===== config.mk =====
export PLATFORM = sky130hd
export DESIGN_NAME = diverge_pipe
export DESIGN_NICKNAME = d
export VERILOG_FILES = /design/src/rtl/diverge_pipe.sv
export SDC_FILE = /design/constraint.sdc
export NUM_CORES = 2
export LEC_CHECK = 0
export CAP_MARGIN = 20
export CORE_ASPECT_RATIO = 1.1
export CORE_MARGIN = 2
export CORE_UTILIZATION = 60
export CTS_CLUSTER_SIZE = 24
export DETAILED_ROUTE_END_ITERATION = 8
export PLACE_DENSITY = 0.79
export SYNTH_ARGS = -nofsm -noshare
export SYNTH_HDL_FRONTEND = slang
export SYNTH_SLANG_ARGS = --single-unit

===== constraint.sdc =====
create_clock -name Clk -period 20.9 [get_ports Clk]
set_input_delay 2.09 -clock Clk [delete_from_list [all_inputs] [get_ports Clk]]
set_output_delay 2.09 -clock Clk [all_outputs]
set_load 0.005 [all_outputs]

===== src/rtl/diverge_pipe.sv =====
// diverge_pipe: one registered iteration stage of the Mandelbrot escape-time
// pipeline. It computes z' = z^2 + c in Q2.14 fixed point, flags escape, and
// counts the iterations the point has survived. Chain N of these stages to
// build the fractal iteration pipeline.
module diverge_pipe #(
  parameter int W    = 16,
  parameter int FRAC = 14,
  parameter int DW   = 8
) (
  input  logic          Clk,
  input  logic          Reset,
  input  logic [W-1:0]  x,
  input  logic [W-1:0]  y,
  input  logic [W-1:0]  c1,
  input  logic [W-1:0]  c2,
  input  logic [DW-1:0] div,
  input  logic          no_op,
  input  logic          stage,
  output logic [W-1:0]  newX,
  output logic [W-1:0]  newY,
  output logic [W-1:0]  newC1,
  output logic [W-1:0]  newC2,
  output logic [DW-1:0] newDiv,
  output logic          new_no_op
);

  localparam int PW = 2 * W;        // product width, Q4.28
  localparam int SW = PW + 2;       // sum width, keeps the carries
  localparam int RW = SW - FRAC;    // width after the fractional shift

  logic signed [PW-1:0] xx, yy, xy;
  logic signed [SW-1:0] xx_e, yy_e, xy_e, c1_e, c2_e;
  logic signed [SW-1:0] re, im;
  logic signed [RW-1:0] re_s, im_s;
  logic        [PW:0]   mag;
  logic                 re_ok, im_ok, escape;
  logic        [DW-1:0] div_inc;
  logic                 unused_frac;

  // Squared and cross terms, widened sums, escape test and saturating count.
  always_comb begin
    xx   = $signed(x) * $signed(x);
    yy   = $signed(y) * $signed(y);
    xy   = $signed(x) * $signed(y);
    xx_e = SW'(xx);
    yy_e = SW'(yy);
    xy_e = SW'(xy);
    c1_e = SW'($signed(c1));
    c2_e = SW'($signed(c2));
    re   = xx_e - yy_e + (c1_e <<< FRAC);
    im   = (xy_e <<< 1) + (c2_e <<< FRAC);
    // Keeping only the upper bits is an arithmetic shift right by FRAC,
    // i.e. truncation toward minus infinity.
    re_s = re[SW-1:FRAC];
    im_s = im[SW-1:FRAC];
    unused_frac = ^{re[FRAC-1:0], im[FRAC-1:0]};
    // The squares are never negative, so zero extension is exact.
    mag  = {1'b0, xx} + {1'b0, yy};
    // In range when every bit above the W-bit sign bit matches it.
    re_ok  = (re_s[RW-1:W-1] == '0) || (re_s[RW-1:W-1] == '1);
    im_ok  = (im_s[RW-1:W-1] == '0) || (im_s[RW-1:W-1] == '1);
    escape = (mag > (PW+1)'(1) << (PW - 2)) || !re_ok || !im_ok;
    div_inc = (div == '1) ? div : div + 1'b1;
  end

  // Stage register: reset to a bubble, hold when stage is low.
  always_ff @(posedge Clk) begin
    if (Reset) begin
      newX      <= '0;
      newY      <= '0;
      newC1     <= '0;
      newC2     <= '0;
      newDiv    <= '0;
      new_no_op <= 1'b1;
    end else if (stage) begin
      newC1 <= c1;
      newC2 <= c2;
      if (no_op || escape) begin
        newX      <= x;
        newY      <= y;
        newDiv    <= div;
        new_no_op <= 1'b1;
      end else begin
        newX      <= re_s[W-1:0];
        newY      <= im_s[W-1:0];
        newDiv    <= div_inc;
        new_no_op <= 1'b0;
      end
    end
  end

endmodule


==> flow_summary.json <==
{
  "run_status": "finished, final reports clean",
  "period_needed_ns": 14.47,
  "cts_resized": 0,
  "min_delay_path_class": "reg -> reg",
  "global_route.peak_usage_layer": "met2",
  "detailed_place_hpwl_mm": 71.63,
  "yosys_register_bits": 73,
  "setup_total_negative_slack_ns": 0,
  "number_of_distinct_standard_cells_referenced_by_the_synthesized_netlist": 84,
  "crit_slowest_cell": "sky130_fd_sc_hd__a211oi_1",
  "relative_slew_margins_pct": 32.15,
  "finalNetCount": 5205,
  "tightest_slew_ns": 1.015,
  "cts.sink_count": 73,
  "hold_fails_final_rpt": 0,
  "synth_async_sr_flop_share_pct": 0,
  "worstRegToRegCells": 2,
  "die_y_um": 257.1,
  "routedWlPerCell_um": 18.66,
  "yosysWarnings": 0,
  "yosys.area.top_type": "sky130_fd_sc_hd__fa_1",
  "clk_slew_on_worst_s_h_paths_ns": 0.07,
  "globalRouteOverflowTotal": 0,
  "vias_in_the_first_global_route": 28440,
  "synth.area.top_cells": "sky130_fd_sc_hd__fa_1, sky130_fd_sc_hd__ha_1, sky130_fd_sc_hd__inv_1",
  "fillerInstances": 4724,
  "timing.setup.critical_path_class": "in -> reg",
  "grt_pass1_wl_mm": 146.1,
  "grtUsageTotal_pct": 31.13,
  "vias": 27040,
  "synth.avg_cell_area_um2": 8.768,
  "grt.met2_usage_pct": 52.22,
  "drt_iter0_drc": 1671,
  "post_synth_inst_count": 3984,
  "drt-pass1-iter-count": 6,
  "fin_worst_skew_ns": 0,
  "tritoncts_buffers": 9,
  "fp.dieArea_um2": 60170,
  "worst_ep_required_time_ns": 21.16,
  "unrepaired_setup_endpoints_after_global_routing": "false",
  "ant_nets": 0,
  "grt_antenna_before_repair": 2,
  "rows": 92,
  "critical_path.startpoint_type": "input port",
  "synth_to_final_area_change_pct": 6.988,
  "max-cap-violations": 0,
  "starting_density_of_the_core_pct": 60.81,
  "post_cts_hold_buffer_count": 0,
  "synth_area_um2": 34930,
  "cp-end-kind": "register",
  "grt.met3_usage_pct": 5.751,
  "detail_route.vias_per_cell": 5.645,
  "drcViolationCount": 0,
  "routed_wirelength_mm": 89.38,
  "syn_nets": 5157,
  "clock_insertion_delay_worst_skew_ns": 0.36,
  "floorplan.die.width_um": 234.1,
  "worstPathArrival_ns": 14.73,
  "fraction_of_final_layout_cells_sized_beyond_drive_strength_1_pct": 2.477,
  "cts_max_level": 3,
  "setup_repair_bufs_after_cts": 0,
  "yosysTopAreaCellShare_pct": 43.33,
  "max_stage_delay_ns": 0.81,
  "fp.coreArea_um2": 57440,
  "port_buffers": 148,
  "globalplace.congestion": 0.9316,
  "critPathMaxFanout": 28,
  "setup_violations": 0,
  "finish.utilization_pct": 65.06,
  "maximum_number_of_pins_on_one_net_before_global_route_repair": 84,
  "cts.root.buffer_cell": "sky130_fd_sc_hd__clkbuf_16",
  "grt_util_met1_pct": 39.88,
  "cts_tree": "yes",
  "io-pin-count": 149,
  "hold_path_depth": 2,
  "predominant_post_synthesis_flop_cell": "sky130_fd_sc_hd__dfxtp_1",
  "cts_max_path_buffers": 2,
  "finalMaxSlewViolations": 0,
  "max_freq_ghz": 0.06910,
  "synth-seq-area-share_pct": 4.184,
  "synth-edff-count": 0,
  "ratio_of_final_minimum_period_to_clock_period_pct": 69.25
}
## final timing paths
kind,startpoint,endpoint,slack (ns)
setup / recovery,x[13],newY[13]$_SDFFE_PP0P_,6.43
hold / removal,newDiv[5]$_SDFFE_PP0P_,newDiv[5]$_SDFFE_PP0P_,0.46
setup reg to reg,newY[7]$_SDFFE_PP0P_,newY[7]$_SDFFE_PP0P_,19.91
hold reg to reg,newDiv[5]$_SDFFE_PP0P_,newDiv[5]$_SDFFE_PP0P_,0.46
## stage by stage
stage	worst slack (ns)	cell area [um^2]	hold WS [ns]	instances
6_report	6.427	37370	0.4598	4791
5_1_grt	5.798	37370	0.4750	4789
4_1_cts	6.821	37370	0.4586	4789
3_5_place_dp	6.535	37080	0.4435	4773
3_3_place_gp	6.725	37080	0.4366	4773
2_1_floorplan	9.191	34930	0.4495	3984
## synthesized netlist by cell type (40+ instances only)
| library cell | instances |
|---|---|
| sky130_fd_sc_hd__xnor2_1 | 104 |
| sky130_fd_sc_hd__nand2b_1 | 40 |
| sky130_fd_sc_hd__a21oi_1 | 92 |
| sky130_fd_sc_hd__ha_1 | 341 |
| sky130_fd_sc_hd__o21ai_0 | 91 |
| sky130_fd_sc_hd__nand2_1 | 355 |
| sky130_fd_sc_hd__nor2_1 | 202 |
| sky130_fd_sc_hd__clkbuf_1 | 141 |
| sky130_fd_sc_hd__nand3_1 | 64 |
| sky130_fd_sc_hd__dfxtp_1 | 73 |
| sky130_fd_sc_hd__a21o_1 | 44 |
| sky130_fd_sc_hd__inv_1 | 1025 |
| sky130_fd_sc_hd__fa_1 | 756 |
| sky130_fd_sc_hd__and2_1 | 171 |
## area by class of cell
type | count | area, um^2 | share of cell area, %
inverter | 1025 | 3847 | 10.29
antenna | 2 | 5.005 | 0.01339
clock buffer | 9 | 225.2 | 0.6026
sequential | 73 | 1461 | 3.910
tap | 752 | 940.9 | 2.518
clock inverter | 7 | 60.06 | 0.1607
multi-input combinational | 2733 | 29040 | 77.71
timing repair buffer | 190 | 1789 | 4.788
## critical path: cells and delay by family
family	cells	cell delay, ns
AOI/OAI and AO/OA	10	3.55
xor gates and xnor gates	2	0.52
adders and majority gates	9	3.94
buffers and inverters	9	1.87
muxes	1	0.22
and+or+nand+nor	10	2.55
## metal layers
layer,vias up,part of all wire (%)
li1,12270,-
met1,13550,38
met2,1017,49
met3,201,8.3
met4,4,4.6
met5,-,0.029
## cell usage in the layout (no fill, tap or decap), types with 30 or more instances in the layout
cell type                         count
sky130_fd_sc_hd__nand3_1             64
sky130_fd_sc_hd__clkdlybuf4s50_1    146
sky130_fd_sc_hd__buf_4               43
sky130_fd_sc_hd__nor3_1              34
sky130_fd_sc_hd__xnor2_1            104
sky130_fd_sc_hd__a311oi_1            37
sky130_fd_sc_hd__fa_1               756
sky130_fd_sc_hd__nand2b_1            40
sky130_fd_sc_hd__a21o_1              44
sky130_fd_sc_hd__nand2_1            355
sky130_fd_sc_hd__inv_1             1025
sky130_fd_sc_hd__o21a_1              32
sky130_fd_sc_hd__a21oi_1             92
sky130_fd_sc_hd__and2_1             171
sky130_fd_sc_hd__ha_1               341
sky130_fd_sc_hd__mux2i_1             37
sky130_fd_sc_hd__o21ai_0             91
sky130_fd_sc_hd__nor2_1             202
sky130_fd_sc_hd__dfxtp_1             73
sky130_fd_sc_hd__xor2_1              35
sky130_fd_sc_hd__nor2b_1             30
## sequential cells by signal, summed over array words and instances (netlist names)
name       count
newDiv         8
newC2         16
newC1         16
newY          16
new_no_op      1
newX          16
## logic make-up after synthesis
kind of cell | synth area share [%]
DFF | 4.184
xor gates and xnor gates | 3.532
buffers and inverters | 12.70
muxes | 1.221
adders and majority gates | 55.67
and+or+nand+nor | 13.48
AOI/OAI and AO/OA | 9.220
Power is not shown: default switching activity piles up to over one toggle a cycle in this logic, so the estimate is an artifact.
